### config.mk
export PLATFORM = sky130hd
export DESIGN_NAME = y_sram_arbiter_flat
export DESIGN_NICKNAME = d
export VERILOG_FILES = /design/src/rtl/y_sram_arbiter_if.sv /design/src/rtl/y_sram_arbiter.sv /design/src/flat_wrapper.sv
export SDC_FILE = /design/constraint.sdc
export NUM_CORES = 1
export LEC_CHECK = 0
export CAP_MARGIN = 5
export CORE_AREA = 2 2 344 346
export CTS_CLUSTER_SIZE = 24
export DETAILED_ROUTE_END_ITERATION = 10
export DIE_AREA = 0 0 346 348
export SYNTH_ARGS = -nofsm -noshare
export SYNTH_HDL_FRONTEND = slang
export SYNTH_SLANG_ARGS = --single-unit
### constraint.sdc
create_clock -name clk -period 10.3 [get_ports clk]
set_input_delay 1.03 -clock clk [delete_from_list [all_inputs] [get_ports clk]]
set_output_delay 1.03 -clock clk [all_outputs]
set_load 0.02 [all_outputs]
### src/rtl/y_sram_arbiter_if.sv
// ---------------------------------------------------------------------------
// y_sram_arbiter_if
// Bundles the per-channel request/bus signals and the arbitrated Y SRAM port.
//
// Requester side (driven by the Y compute/write datapaths):
//   in_req, in_lock, in_we            [NUM_CH]         request, lock, write enable
//   in_readAddr1/2, in_writeAddr      [NUM_CH*ADDR_W]  channel i at [i*ADDR_W +: ADDR_W]
//   in_writeData                      [NUM_CH*DATA_W]  channel i at [i*DATA_W +: DATA_W]
// Arbiter side (driven by y_sram_arbiter, all registered):
//   op_grant [NUM_CH] one-hot or zero, op_busy,
//   op_yReadAddress1/2, op_yWriteAddress [ADDR_W], op_yWriteEnable, op_writeData [DATA_W]
//
// Modports: master = requester view, slave = arbiter view.
// ---------------------------------------------------------------------------
interface y_sram_arbiter_if #(
    parameter int NUM_CH = 2,
    parameter int ADDR_W = 11,
    parameter int DATA_W = 256
);
    logic [NUM_CH-1:0]        in_req;
    logic [NUM_CH-1:0]        in_lock;
    logic [NUM_CH*ADDR_W-1:0] in_readAddr1;
    logic [NUM_CH*ADDR_W-1:0] in_readAddr2;
    logic [NUM_CH-1:0]        in_we;
    logic [NUM_CH*ADDR_W-1:0] in_writeAddr;
    logic [NUM_CH*DATA_W-1:0] in_writeData;

    logic [NUM_CH-1:0]        op_grant;
    logic                     op_busy;
    logic [ADDR_W-1:0]        op_yReadAddress1;
    logic [ADDR_W-1:0]        op_yReadAddress2;
    logic [ADDR_W-1:0]        op_yWriteAddress;
    logic                     op_yWriteEnable;
    logic [DATA_W-1:0]        op_writeData;

    modport master (
        output in_req, in_lock, in_readAddr1, in_readAddr2, in_we, in_writeAddr, in_writeData,
        input  op_grant, op_busy, op_yReadAddress1, op_yReadAddress2, op_yWriteAddress,
               op_yWriteEnable, op_writeData
    );

    modport slave (
        input  in_req, in_lock, in_readAddr1, in_readAddr2, in_we, in_writeAddr, in_writeData,
        output op_grant, op_busy, op_yReadAddress1, op_yReadAddress2, op_yWriteAddress,
               op_yWriteEnable, op_writeData
    );
endinterface

### src/rtl/y_sram_arbiter.sv
// ---------------------------------------------------------------------------
// y_sram_arbiter
// Registered arbiter giving NUM_CH requesters shared access to the Y SRAM
// read/write port. Round-robin or fixed-priority selection, bounded hold time
// with owner lock, and a one-cycle registered bus stage.
//
// Ports:
//   clk    rising-edge clock
//   reset  asynchronous, active-high
//   bus    y_sram_arbiter_if.slave (requests in, registered SRAM port out)
//
// Parameters:
//   NUM_CH    number of channels (2..8)
//   ADDR_W    SRAM address width
//   DATA_W    SRAM write-data width
//   RR_MODE   1 = round-robin, 0 = fixed priority (channel 0 highest)
//   MAX_HOLD  grant cycles before preemption when others wait; 0 = unlimited
//   IDLE_ADDR address driven while nobody owns the bus
// ---------------------------------------------------------------------------
module y_sram_arbiter #(
    parameter int                NUM_CH    = 2,
    parameter int                ADDR_W    = 11,
    parameter int                DATA_W    = 256,
    parameter int                RR_MODE   = 1,
    parameter int                MAX_HOLD  = 16,
    parameter logic [ADDR_W-1:0] IDLE_ADDR = '1
) (
    input logic             clk,
    input logic             reset,
    y_sram_arbiter_if.slave bus
);
    localparam int IDX_W  = $clog2(NUM_CH);
    // A zero-width counter is illegal, so unlimited hold keeps a 1-bit stub.
    localparam int HOLD_W = (MAX_HOLD > 0) ? $clog2(MAX_HOLD + 1) : 1;
    localparam logic [HOLD_W-1:0] HOLD_MAX = HOLD_W'(MAX_HOLD);

    typedef enum logic {
        ST_IDLE,
        ST_OWN
    } state_t;

    // Returns the first set bit of mask searching upward from start, wrapping.
    function automatic logic [IDX_W-1:0] pick_winner(input logic [NUM_CH-1:0] mask,
                                                     input logic [IDX_W-1:0]  start);
        logic [IDX_W-1:0] win;
        logic             found;
        int               idx;
        win   = '0;
        found = 1'b0;
        for (int k = 0; k < NUM_CH; k++) begin
            idx = (int'(start) + k) % NUM_CH;
            if (!found && mask[idx]) begin
                win   = IDX_W'(idx);
                found = 1'b1;
            end
        end
        return win;
    endfunction

    state_t            state_q, state_d;
    logic [NUM_CH-1:0] grant_q, grant_d;
    logic [IDX_W-1:0]  owner_q, owner_d;
    logic [HOLD_W-1:0] hold_q, hold_d;
    logic [IDX_W-1:0]  rr_ptr_q, rr_ptr_d;

    logic [ADDR_W-1:0] rd_addr1_q, rd_addr1_d;
    logic [ADDR_W-1:0] rd_addr2_q, rd_addr2_d;
    logic [ADDR_W-1:0] wr_addr_q, wr_addr_d;
    logic              wr_en_q, wr_en_d;
    logic [DATA_W-1:0] wr_data_q, wr_data_d;

    logic [IDX_W-1:0]  search_start;
    logic [NUM_CH-1:0] others_req;
    logic [IDX_W-1:0]  win;
    logic              preempt;

    // Arbitration: decides next owner from the requests sampled this cycle.
    always_comb begin
        // NOTE: every always_comb output gets a default first so no path can infer a latch.
        state_d  = state_q;
        grant_d  = grant_q;
        owner_d  = owner_q;
        hold_d   = hold_q;
        rr_ptr_d = rr_ptr_q;

        search_start = (RR_MODE != 0) ? rr_ptr_q : '0;
        others_req   = bus.in_req & ~grant_q;
        preempt      = (MAX_HOLD != 0) && (hold_q == HOLD_MAX) && (|others_req)
                       && !bus.in_lock[owner_q];
        win          = '0;

        unique case (state_q)
            ST_IDLE: begin
                if (|bus.in_req) begin
                    win = pick_winner(bus.in_req, search_start);
                    state_d = ST_OWN;
                end
            end
            ST_OWN: begin
                if (!bus.in_req[owner_q] || preempt) begin
                    // Owner excluded, so release or preemption hands over directly.
                    if (|others_req) begin
                        win = pick_winner(others_req, search_start);
                    end else begin
                        state_d = ST_IDLE;
                    end
                end else if (MAX_HOLD != 0 && hold_q != HOLD_MAX) begin
                    hold_d = hold_q + 1'b1;
                end
            end
            default: state_d = ST_IDLE;
        endcase

        // A new grant is issued whenever the search ran and found a winner.
        if ((state_q == ST_IDLE && |bus.in_req) ||
            (state_q == ST_OWN && (!bus.in_req[owner_q] || preempt) && |others_req)) begin
            grant_d      = '0;
            grant_d[win] = 1'b1;
            owner_d      = win;
            hold_d       = HOLD_W'(1);
            if (RR_MODE != 0) begin
                rr_ptr_d = IDX_W'((int'(win) + 1) % NUM_CH);
            end
        end else if (state_d == ST_IDLE) begin
            grant_d = '0;
            hold_d  = '0;
        end
    end

    // Bus stage: registers the inputs of whichever channel holds the grant now.
    always_comb begin
        rd_addr1_d = IDLE_ADDR;
        rd_addr2_d = IDLE_ADDR;
        wr_addr_d  = IDLE_ADDR;
        wr_en_d    = 1'b0;
        wr_data_d  = '0;
        if (state_q == ST_OWN) begin
            rd_addr1_d = bus.in_readAddr1[int'(owner_q)*ADDR_W +: ADDR_W];
            rd_addr2_d = bus.in_readAddr2[int'(owner_q)*ADDR_W +: ADDR_W];
            wr_addr_d  = bus.in_writeAddr[int'(owner_q)*ADDR_W +: ADDR_W];
            wr_en_d    = bus.in_we[owner_q] & grant_q[owner_q];
            wr_data_d  = bus.in_writeData[int'(owner_q)*DATA_W +: DATA_W];
        end
    end

    // NOTE: sequential state uses non-blocking assignments so all flops update together.
    always_ff @(posedge clk or posedge reset) begin
        if (reset) begin
            state_q    <= ST_IDLE;
            grant_q    <= '0;
            owner_q    <= '0;
            hold_q     <= '0;
            rr_ptr_q   <= '0;
            rd_addr1_q <= IDLE_ADDR;
            rd_addr2_q <= IDLE_ADDR;
            wr_addr_q  <= IDLE_ADDR;
            wr_en_q    <= 1'b0;
            // NOTE: the wide data register is reset deliberately so no stale beat is visible.
            wr_data_q  <= '0;
        end else begin
            state_q    <= state_d;
            grant_q    <= grant_d;
            owner_q    <= owner_d;
            hold_q     <= hold_d;
            rr_ptr_q   <= rr_ptr_d;
            rd_addr1_q <= rd_addr1_d;
            rd_addr2_q <= rd_addr2_d;
            wr_addr_q  <= wr_addr_d;
            wr_en_q    <= wr_en_d;
            wr_data_q  <= wr_data_d;
        end
    end

    assign bus.op_grant         = grant_q;
    assign bus.op_busy          = |grant_q;
    assign bus.op_yReadAddress1 = rd_addr1_q;
    assign bus.op_yReadAddress2 = rd_addr2_q;
    assign bus.op_yWriteAddress = wr_addr_q;
    assign bus.op_yWriteEnable  = wr_en_q;
    assign bus.op_writeData     = wr_data_q;
endmodule

### src/flat_wrapper.sv
// flat-port wrapper written by rule: the top's interface ports become plain ports
module y_sram_arbiter_flat 
#(
    parameter int                NUM_CH    = 2,
    parameter int                ADDR_W    = 11,
    parameter int                DATA_W    = 256,
    parameter int                RR_MODE   = 1,
    parameter int                MAX_HOLD  = 16,
    parameter logic [ADDR_W-1:0] IDLE_ADDR = '1
)
  (clk, reset, bus_in_req, bus_in_lock, bus_in_readAddr1, bus_in_readAddr2, bus_in_we, bus_in_writeAddr, bus_in_writeData, bus_op_grant, bus_op_busy, bus_op_yReadAddress1, bus_op_yReadAddress2, bus_op_yWriteAddress, bus_op_yWriteEnable, bus_op_writeData);
  y_sram_arbiter_if #(.NUM_CH(NUM_CH), .ADDR_W(ADDR_W), .DATA_W(DATA_W)) bus_i ();
  input logic clk;
  input logic reset;
  input wire logic [$bits(bus_i.in_req)-1:0] bus_in_req;
  input wire logic [$bits(bus_i.in_lock)-1:0] bus_in_lock;
  input wire logic [$bits(bus_i.in_readAddr1)-1:0] bus_in_readAddr1;
  input wire logic [$bits(bus_i.in_readAddr2)-1:0] bus_in_readAddr2;
  input wire logic [$bits(bus_i.in_we)-1:0] bus_in_we;
  input wire logic [$bits(bus_i.in_writeAddr)-1:0] bus_in_writeAddr;
  input wire logic [$bits(bus_i.in_writeData)-1:0] bus_in_writeData;
  output wire logic [$bits(bus_i.op_grant)-1:0] bus_op_grant;
  output wire logic [$bits(bus_i.op_busy)-1:0] bus_op_busy;
  output wire logic [$bits(bus_i.op_yReadAddress1)-1:0] bus_op_yReadAddress1;
  output wire logic [$bits(bus_i.op_yReadAddress2)-1:0] bus_op_yReadAddress2;
  output wire logic [$bits(bus_i.op_yWriteAddress)-1:0] bus_op_yWriteAddress;
  output wire logic [$bits(bus_i.op_yWriteEnable)-1:0] bus_op_yWriteEnable;
  output wire logic [$bits(bus_i.op_writeData)-1:0] bus_op_writeData;
  assign bus_i.in_req = bus_in_req;
  assign bus_i.in_lock = bus_in_lock;
  assign bus_i.in_readAddr1 = bus_in_readAddr1;
  assign bus_i.in_readAddr2 = bus_in_readAddr2;
  assign bus_i.in_we = bus_in_we;
  assign bus_i.in_writeAddr = bus_in_writeAddr;
  assign bus_i.in_writeData = bus_in_writeData;
  assign bus_op_grant = bus_i.op_grant;
  assign bus_op_busy = bus_i.op_busy;
  assign bus_op_yReadAddress1 = bus_i.op_yReadAddress1;
  assign bus_op_yReadAddress2 = bus_i.op_yReadAddress2;
  assign bus_op_yWriteAddress = bus_i.op_yWriteAddress;
  assign bus_op_yWriteEnable = bus_i.op_yWriteEnable;
  assign bus_op_writeData = bus_i.op_writeData;
  y_sram_arbiter #(.NUM_CH(NUM_CH), .ADDR_W(ADDR_W), .DATA_W(DATA_W), .RR_MODE(RR_MODE), .MAX_HOLD(MAX_HOLD), .IDLE_ADDR(IDLE_ADDR)) u_core (.clk(clk), .reset(reset), .bus(bus_i));
endmodule
# Word-level counts from Yosys, hierarchy flattened
# Index checks and enable logic that the tools add are counted.
# word_totals
reg_bits	300
inputBits	586
output_inout_bits	293
word_cells	103
# classes
add_sub_neg	3
mul	1
order_cmp	5
n_eq_ne	6
shifts	4
n_mux	51
n_bitwise	5
n_reduce_logical	18
# op_table
op	count
$shiftx A512 B10 Y256	1
$mux W256	1
$shiftx A22 B32 Y11	3
$mux W1	37
$mux W11	3
$mux W5	5
$logic_and A1 B1 Y1	8
$lt A1 B2 Y1 const B	3
$ne A3 B3 Y1 const B	2
$reduce_or A2 Y1	3
$add A5 B1 Y5 const B	1
$eq A5 B5 Y1 const B	1
$mul A1 B4 Y5 const B	1
$ne A5 B5 Y1 const B	1
$logic_not A1 Y1	4
$mux W2	2
$pmux W1 S2	2
$lt A2 B3 Y1 const B	1
$ne A3 B2 Y1 const B	1
$reduce_and A3 Y1	1
$add A1 B1 Y1 const B	2
$and A2 B2 Y2	1
$logic_or A1 B1 Y1	2
$ne A2 B2 Y1 const B	1
6 further kinds	6

# Logic depth before layout (Yosys ltp)
# Gate-level depths: netlist of the first run.
# logic_depth
ltp_word	19
ltp_mapped	6
mapped_depth_nobuf	6

# Worst setup path after synthesis of the first run
# No wires, ideal clock.
# synth_path
path_type	input -> register
startpoint	input bus_in_lock[1]
endpoint	register u_core.grant_q[1] (netlist: u_core.bus.op_grant[1])
t_arrival_ns	1.756
required_time_ns	10.176
path_slack_ns	8.420
stages	4
cell_sequence	mux2i_1 -> and2_4 -> o311a_4 -> o21bai_1
# synth_via
elab_chain_cells	12
# synth_lines
item	line	source
start, declared	flat_wrapper.sv:16	input wire logic [$bits(bus_i.in_lock)-1:0] bus_in_lock;
$mux W1 (implied by the code) * (2 in a row)	y_sram_arbiter.sv:89	&& !bus.in_lock[owner_q];
$logic_not A1 Y1 *	y_sram_arbiter.sv:89	
$logic_and A1 B1 Y1 *	y_sram_arbiter.sv:89	
$logic_or A1 B1 Y1 *	y_sram_arbiter.sv:100, y_sram_arbiter.sv:116	
$mux W1	y_sram_arbiter.sv:100	if (!bus.in_req[owner_q] || preempt) begin
$pmux W1 S2	y_sram_arbiter.sv:92	unique case (state_q)
$lt A1 B2 Y1 (implied by the code) or $ge A1 B1 Y1 (tied branches)	y_sram_arbiter.sv:118	grant_d[win] = 1'b1;
$logic_and A1 B1 Y1 (implied by the code)	y_sram_arbiter.sv:118	
$mux W1 (implied by the code)	y_sram_arbiter.sv:118	
$demux W1 S1	n/a	
$mux W2	y_sram_arbiter.sv:115	if ((state_q == ST_IDLE && |bus.in_req) ||
end signal, assigned	y_sram_arbiter.sv:162	grant_q <= grant_d;
end, declared	y_sram_arbiter.sv:61	logic [NUM_CH-1:0] grant_q, grant_d;
# Every way passes the cells marked *; elsewhere a longest branch is shown, timed or not. The select of a mux whose other input is x is not followed.
# A chain may end at the register's enable or synchronous reset.

# Worst setup path in the final report of the first run
# layout_path
startpoint	register u_core.owner_q
endpoint	register u_core.wr_data_q[74] (netlist: u_core.bus.op_writeData[74])
# layout_via
elab_chain_cells	2
# layout_lines
item	line	source
start, declared	y_sram_arbiter.sv:62	logic [IDX_W-1:0] owner_q, owner_d;
start signal, assigned	y_sram_arbiter.sv:163	owner_q <= owner_d;
$shiftx A512 B10 Y256	y_sram_arbiter.sv:142	wr_data_d = bus.in_writeData[int'(owner_q)*DATA_W +: DATA_W];
$mux W256	y_sram_arbiter.sv:137	if (state_q == ST_OWN) begin
net u_core.wr_data_d[74]	y_sram_arbiter.sv:70	logic [DATA_W-1:0] wr_data_q, wr_data_d;
end signal, assigned	y_sram_arbiter.sv:170	wr_data_q <= wr_data_d;
end, declared	y_sram_arbiter.sv:70	
# The timed path passes the listed nets, and every way through them passes these cells.

==> results of run 1 <==
-- cell usage after synthesis, drive strengths merged --
cell    count  area, um2
a21boi      2      15.01
a21o        2      16.27
a21oi       2      10.01
a22o        1      8.760
and2        2      15.02
and4bb      1      16.27
buf        33      167.7
clkbuf     33      123.9
dfrtp     267       6681
dfstp      33      867.1
ha          2      25.02
inv         6      22.52
mux2        1      11.26
mux2i     291       2913
nand2      37      138.9
nand3       3      15.01
nor2        5      18.77
nor2b     256       1602
nor3        1      5.000
o21ai       4      20.02
o21bai      1      7.510
o22ai       2      18.77
o311a       1      21.27
xnor2       2      17.52
xor2        2      17.52
-- worst register-to-register path: stages (launching register included) --
cell,delay (ns)
dfrtp_4,0.89
buf_4,0.74
buf_12,0.58
mux2i_1,0.67
nor2b_1,0.08
-- logic make-up after synthesis --
| family | count (synthesis) | share of synthesized area |
|---|---|---|
| and+or+nand+nor | 305 | 0.1417 |
| DFF | 300 | 0.5909 |
| muxes | 292 | 0.2289 |
| buffers and inverters | 72 | 0.02458 |
| AOI/OAI and AO/OA | 15 | 0.009207 |
| xor gates and xnor gates | 4 | 0.002743 |
| adders and majority gates | 2 | 0.001959 |
-- worst min path at each step --
| stage | from | end | slack, ns |
|---|---|---|---|
| after global placement | u_core.rr_ptr_q$_DFFE_PP0P_ | u_core.rr_ptr_q$_DFFE_PP0P_ | 0.52 |
| after floorplan | u_core.rr_ptr_q$_DFFE_PP0P_ | u_core.rr_ptr_q$_DFFE_PP0P_ | 0.49 |
| after CTS | u_core.hold_q[4]$_DFFE_PP0P_ | u_core.hold_q[4]$_DFFE_PP0P_ | 0.56 |
| after detailed placement | u_core.hold_q[4]$_DFFE_PP0P_ | u_core.hold_q[4]$_DFFE_PP0P_ | 0.55 |
| final | u_core.hold_q[4]$_DFFE_PP0P_ | u_core.hold_q[4]$_DFFE_PP0P_ | 0.56 |
| after global routing | u_core.hold_q[4]$_DFFE_PP0P_ | u_core.hold_q[4]$_DFFE_PP0P_ | 0.58 |
-- through the flow --
step | utilization | instances
CTS | 0.2113 | 3415
global placement | 0.1993 | 3347
global route | 0.2114 | 3416
finish | 0.2114 | 3416
floorplan | - | 990
detailed placement | 0.1993 | 3347
-- layout make-up --
| class | count | area, um2 | share of cell area |
|---|---|---|---|
| Inverter | 6 | 30.03 | 0.001215 |
| Clock inverter | 14 | 306.5 | 0.01240 |
| Clock buffer | 54 | 1102 | 0.04458 |
| Tap cell | 1536 | 1922 | 0.07773 |
| Sequential cell | 300 | 7556 | 0.3056 |
| Antenna cell | 1 | 2.502 | 0.0001012 |
| Timing Repair Buffer | 887 | 8894 | 0.3597 |
| Multi-Input combinational cell | 618 | 4912 | 0.1987 |
-- registers in the layout, summed over array words and instances, names as in the netlist --
signal and cells:
u_core.bus.op_yWriteEnable 1, u_core.bus.op_yReadAddress1 11, u_core.hold_q 5, u_core.bus.op_yReadAddress2 11
u_core.state_q 1, u_core.owner_q 1, u_core.bus.op_grant 2, u_core.bus.op_yWriteAddress 11
u_core.rr_ptr_q 1, u_core.bus.op_writeData 256
-- power by group through the flow --
stage          Clock [mW]  Sequential, mW  Combinational (mW)
6_report             1.52            1.98                3.36
5_1_grt              1.62            2.03                3.54
4_1_cts              1.58            1.99                3.43
3_5_place_dp            0            2.00                3.42
3_3_place_gp            0            2.00                3.40
2_1_floorplan           0            2.49                1.09
-- routing by layer --
| metal | up-vias | global-route usage |
|---|---|---|
| li1 | 4996 | - |
| met1 | 5021 | 0.1195 |
| met2 | 515 | 0.1724 |
| met3 | 64 | 0.03464 |
| met4 | 4 | 0.03164 |
| met5 | - | 0.005602 |
==> summary.md, run 1 <==
| Metric | Value |
|---|---|
| CP Capture Type | `flop` |
| CP top delay family | `buffers and inverters` |
| Top sig layer | `met5` |
| Run status | `complete, no violations` |
| Clock power frac | `0.221` |
| R2r worst-path depth | `4` |
| Vias in the first global route | `roughly 11000` |
| Core Region | `~120000 um2` |
| Clk slew on worst S/H paths | `0.06 ns` |
| CP max FO | `approximately 110` |
| Post-route DRC | `0` |
| Slew Limit Fails | `0` |
| Final Setup Violations | `0` |
| Switching share of power | `0.3785` |
| Die Ht | `348 um` |
| Nets | `2438` |
| Routed WL | `about 64 mm` |
| Hold Path Class | `reg -> reg` |
| Met3 Wirelength | `5.379 mm` |
| Setup TNS | `0 ns` |
| WHS | `0.5648 ns` |
| Max VDD drop | `between 100 and 150 uV` |
| ANT nets after route | `0` |
| Vias | `10600` |
| Leading cell type in the layout, fill and taps excluded | `clkdlybuf4s50_1` |
| DR iter-0 viols | `447` |
| Post-CTS resize count | `0` |
| Fin crit share | `0.2986` |
| CP Class | `reg -> reg` |
| GRT Util Overall | `0.1015` |
| Unrepaired setup endpoints after global routing | `false` |
| Internal power | `4.260 mW` |
| CP Buf/Inv Count | `2` |
| Max Clk Rate | `about 330 MHz` |
| Slowest cell on crit path | `dfrtp_4` |
| RD Place Congestion | `0.8260` |
| Initial antenna violation count | `3` |
| Insertion delay to the later sink of the worst-skew pair | `0.56 ns` |
| Hold Crit Depth | `2` |
| DP HPWL | `52.33 mm` |
| Rel. slew slack | `0.3033` |
| Hold_buf cts | `0` |
| Die width | `346 um` |
| P&R area growth vs syn | `93.55%` |
| Total CTS buffers | `37` |
| PortBufs | `878` |
| WP data required | `around 11 ns` |
| Setup ws final | `7.225 ns` |
| CTS tree | `done` |
| Pleak | `9.970 nW` |
| Crit start category | `flop` |
| Avg Vias per Cell | `3.103` |
| Post-synthesis cell count | `around 1000` |
| Hold Violations, Final | `0` |
| R2R Path Start | `u_core.owner_q$_DFFE_PP0P_` |
| Worst-margin pin slew | `1.045 ns` |
| Filler Cell Count | `12630` |
| Initial core utilization | `0.1092` |
| Synth Area per Inst | `12.90 um2` |
| Largest net degree at the start of global routing | `between 100 and 150` |
| CTS Root Cell | `clkbuf_16` |
| MaxCap Viol Count | `0` |
| Most frequent cells in the layout | `878 x clkdlybuf4s50_1, 291 x mux2i_1, 265 x dfrtp_1` |
| Synth Cell Area | `around 13000 um2` |
| Largest stage delay, worst path | `0.89 ns` |
| Yosys warning count | `0` |
| Metal-1 WL | `around 26 mm` |
| Setup slack, reg-to-reg | `7.22 ns` |
| DIE AREA | `120400 um2` |
| Crit path cell chain | `buf_4, buf_12, mux2i_1, nor2b_1` |
| Setup Fix Bufs, Post-CTS | `0` |
| First-pass GRT wire length | `86.65 mm` |
| Drt first pass iters | `4` |
| Register area share after synthesis | `0.5909` |
| Pwr Density | `between 200 and 300 nW/um2` |
| Clock buffer depth | `3` |
| H-Tree Level Count | `2` |
| Sequential Power Share | `0.289` |
| Logic pwr share | `0.490` |
| Total Power | `6.854 mW` |
| Post-synth net total | `1578` |
| Start point of the critical path | `u_core.owner_q$_DFFE_PP0P_` |
| Minimum clock period | `3.075 ns` |
| Met2 Wirelength | `~31 mm` |
| Routed WL per cell | `18.65 um` |
| Placement Cell Area | `between 20000 and 25000 um2` |
| Total grt overflow | `0` |
| Setup slack at placement | `roughly 6.7 ns` |
| Flops & latches, synth | `300` |
| CP arrival | `3.52 ns` |
| Post-layout instance area | `roughly 25000 um2` |
| Share of cells above drive strength 1 | `0.05854` |
| Worst flop-to-flop path endpoint | `u_core.bus.op_writeData[74]$_DFF_PP0_` |
| I/O Pins | `just under 900` |
| Worst Setup EP | `u_core.bus.op_writeData[74]$_DFF_PP0_` |
| CP Depth | `4` |
| Clock skew | `0.01354 ns` |
| Row count | `126` |
| Distinct cell type count after synthesis | `29` |
| Sw power | `2.594 mW` |
| CTS Sinks | `300` |
Note: power is estimated with default switching activity, not from simulation.
==> run 2, diff against run 1 <==
clock period = 3 ns   (was 10.3 ns; I/O delays follow)
==> run 2 against run 1 <==
Sequential cell count unchanged. Critical path depth down 3. Worst setup slack worse by 6.3 ns. Critical endpoint is now bus_op_yReadAddress1[1]. Largest cell class unchanged. Largest power group unchanged. Highest routed layer is now met4.
==> summary.md, run 2 (synthesis results as in run 1) <==
| Metric | Value |
|---|---|
| Filler Cell Count | `12650 (+0.17%)` |
| Share of cells above drive strength 1 | `0.06982 (+0.01127)` |
| CP Depth | `1 (-3)` |
| RD Place Congestion | `0.8308 (+0.58%)` |
| MaxCap Viol Count | `0 (unchanged)` |
| Initial core utilization | `0.1092 (unchanged)` |
| Initial antenna violation count | `4 (+1)` |
| P&R area growth vs syn | `94.53%` |
| Slowest cell on crit path | `clkdlybuf4s50_1` |
| WP data required | `2.70 ns (-8.05 ns)` |
| Vias | `10740 (+1.3%)` |
| Post-route DRC | `0 (unchanged)` |
| Total grt overflow | `0 (unchanged)` |
| Max VDD drop | `386.8 uV (+180%)` |
| R2R Path Start | `u_core.owner_q$_DFFE_PP0P_` |
| Core Region | `117000 um2 (unchanged)` |
| Worst Setup EP | `bus_op_yReadAddress1[1]` |
| DP HPWL | `52.60 mm (+0.51%)` |
| PortBufs | `878 (unchanged)` |
| Leading cell type in the layout, fill and taps excluded | `clkdlybuf4s50_1` |
| Max FFs per register | `256 (unchanged)` |
| Total CTS buffers | `39 (+5.4%)` |
| First-pass GRT wire length | `87.62 mm (+1.1%)` |
| Nets | `2466 (+1.1%)` |
| Row count | `126 (unchanged)` |
| Insertion delay to the later sink of the worst-skew pair | `0.56 ns (about the same)` |
| CP arrival | `1.82 ns (-1.70 ns)` |
| CP Capture Type | `output port` |
| Worst flop-to-flop path endpoint | `u_core.owner_q$_DFFE_PP0P_` |
| Setup TNS | `0 ns (unchanged)` |
| Fin crit share | `0.7070` |
| Largest stage delay, worst path | `0.73 ns (-0.16 ns)` |
| CTS tree | `done` |
| Clock buffer depth | `3 (unchanged)` |
| Crit start category | `flop` |
| Sequential Power Share | `0.294 (+0.005)` |
| Total Power | `23.26 mW (+240%)` |
| Max Clk Rate | `471.4 MHz` |
| Rel. slew slack | `0.4397 (+0.1364)` |
| Clock skew | `0.01113 ns (-0.002414 ns)` |
| Setup slack at placement | `1.040 ns (-5.692 ns)` |
| DIE AREA | `120400 um2 (unchanged)` |
| H-Tree Level Count | `2 (unchanged)` |
| Hold Path Class | `in -> async` |
| CP Buf/Inv Count | `1 (-1)` |
| Worst-margin pin slew | `0.8405 ns (-0.2046 ns)` |
| Slew Limit Fails | `0 (unchanged)` |
| Internal power | `14.28 mW (+240%)` |
| Clk slew on worst S/H paths | `0.06 ns (about the same)` |
| DR iter-0 viols | `356 (-20%)` |
| Sw power | `8.978 mW (+250%)` |
| Unrepaired setup endpoints after global routing | `false` |
| Crit path cell chain | `clkdlybuf4s50_1` |
| Largest net degree at the start of global routing | `116 (unchanged)` |
| Clock power frac | `0.202 (-0.019)` |
| Minimum clock period | `2.121 ns` |
| CTS Root Cell | `clkbuf_16` |
| Most frequent cells in the layout | `878 x clkdlybuf4s50_1, 291 x mux2i_1, 265 x dfrtp_1` |
| Pleak | `10.05 nW (+0.82%)` |
| Hold Violations, Final | `0 (unchanged)` |
| ANT nets after route | `0 (unchanged)` |
| I/O Pins | `879 (unchanged)` |
| CP max FO | `1 (-99%)` |
| Vias in the first global route | `11560 (+3.1%)` |
| Die Ht | `348 um (unchanged)` |
| Setup slack, reg-to-reg | `1.06 ns (-6.16 ns)` |
| Drt first pass iters | `4 (unchanged)` |
| Avg Vias per Cell | `3.118 (+0.48%)` |
| Hold_buf cts | `0 (unchanged)` |
| Switching share of power | `0.3860 (+0.007491)` |
| Routed WL per cell | `18.65 um (about the same)` |
| CP Class | `reg -> out` |
| GRT Util Overall | `0.1025 (+0.001078)` |
| R2r worst-path depth | `4 (unchanged)` |
| Setup Fix Bufs, Post-CTS | `0 (unchanged)` |
| Post-CTS resize count | `0 (unchanged)` |
| Final design utilization | `0.2124 (+0.001069)` |
| Pwr Density | `936.0 nW/um2 (+240%)` |
| Setup ws final | `0.8789 ns (-6.346 ns)` |
| Start point of the critical path | `u_core.bus.op_yReadAddress1[1]$_DFF_PP1_` |
| Run status | `complete, no violations` |
| Die width | `346 um (unchanged)` |
| Final Setup Violations | `0 (unchanged)` |
| CP top delay family | `buffers and inverters` |
| Logic pwr share | `0.504 (+0.014)` |
| Routed WL | `64.21 mm (+0.79%)` |
| WHS | `0.1737 ns (-0.3911 ns)` |
| CTS Sinks | `300 (unchanged)` |
==> run 2: worst min path at each step <==
stage | start | slack [ns] | endpoint
6_report | reset | 0.17 | u_core.bus.op_writeData[39]$_DFF_PP0_
3_3_place_gp | u_core.rr_ptr_q$_DFFE_PP0P_ | 0.52 | u_core.rr_ptr_q$_DFFE_PP0P_
4_1_cts | reset | 0.13 | u_core.bus.op_writeData[60]$_DFF_PP0_
5_1_grt | reset | 0.15 | u_core.bus.op_writeData[53]$_DFF_PP0_
3_5_place_dp | u_core.hold_q[4]$_DFFE_PP0P_ | 0.55 | u_core.hold_q[4]$_DFFE_PP0P_
2_1_floorplan | bus_in_readAddr1[0] | 0.43 | u_core.bus.op_yReadAddress1[0]$_DFF_PP1_
==> run 2: layout make-up <==
cell class / instances / area (um2) / share of cell area
clock inverters: 10 / 102.6 / 0.004129
well taps: 1536 / 1922 / 0.07734
clock buffers: 58 / 1150 / 0.04627
flip-flops and latches: 300 / 7556 / 0.3041
repair buffers: 913 / 9176 / 0.3693
diodes: 2 / 5.005 / 0.0002014
inverters: 6 / 26.28 / 0.001057
multi-input cells: 618 / 4912 / 0.1977
==> run 2: per-stage QoR <==
stage,std cells,area (um2)
after floorplan,990,12780
after global placement,3373,23590
after detailed placement,3373,23590
after CTS,3441,24850
after global routing,3443,24850
final,3443,24850
==> run 2: layer usage <==
layer	vias up	share of wire	GRT usage
li1	5045	-	-
met1	5094	0.41	0.1224
met2	521	0.47	0.1682
met3	75	0.084	0.03795
met4	0	0.030	0.03690
met5	-	0	0
==> run 2: power by group through the flow <==
stage | logic, mW | registers (mW) | clock network (mW)
finish | 11.7 | 6.83 | 4.70
global route | 12.4 | 7.06 | 5.06
CTS | 12.0 | 6.90 | 4.91
detailed placement | 12.0 | 6.95 | 0
global placement | 11.9 | 6.95 | 0
floorplan | 3.73 | 8.55 | 0
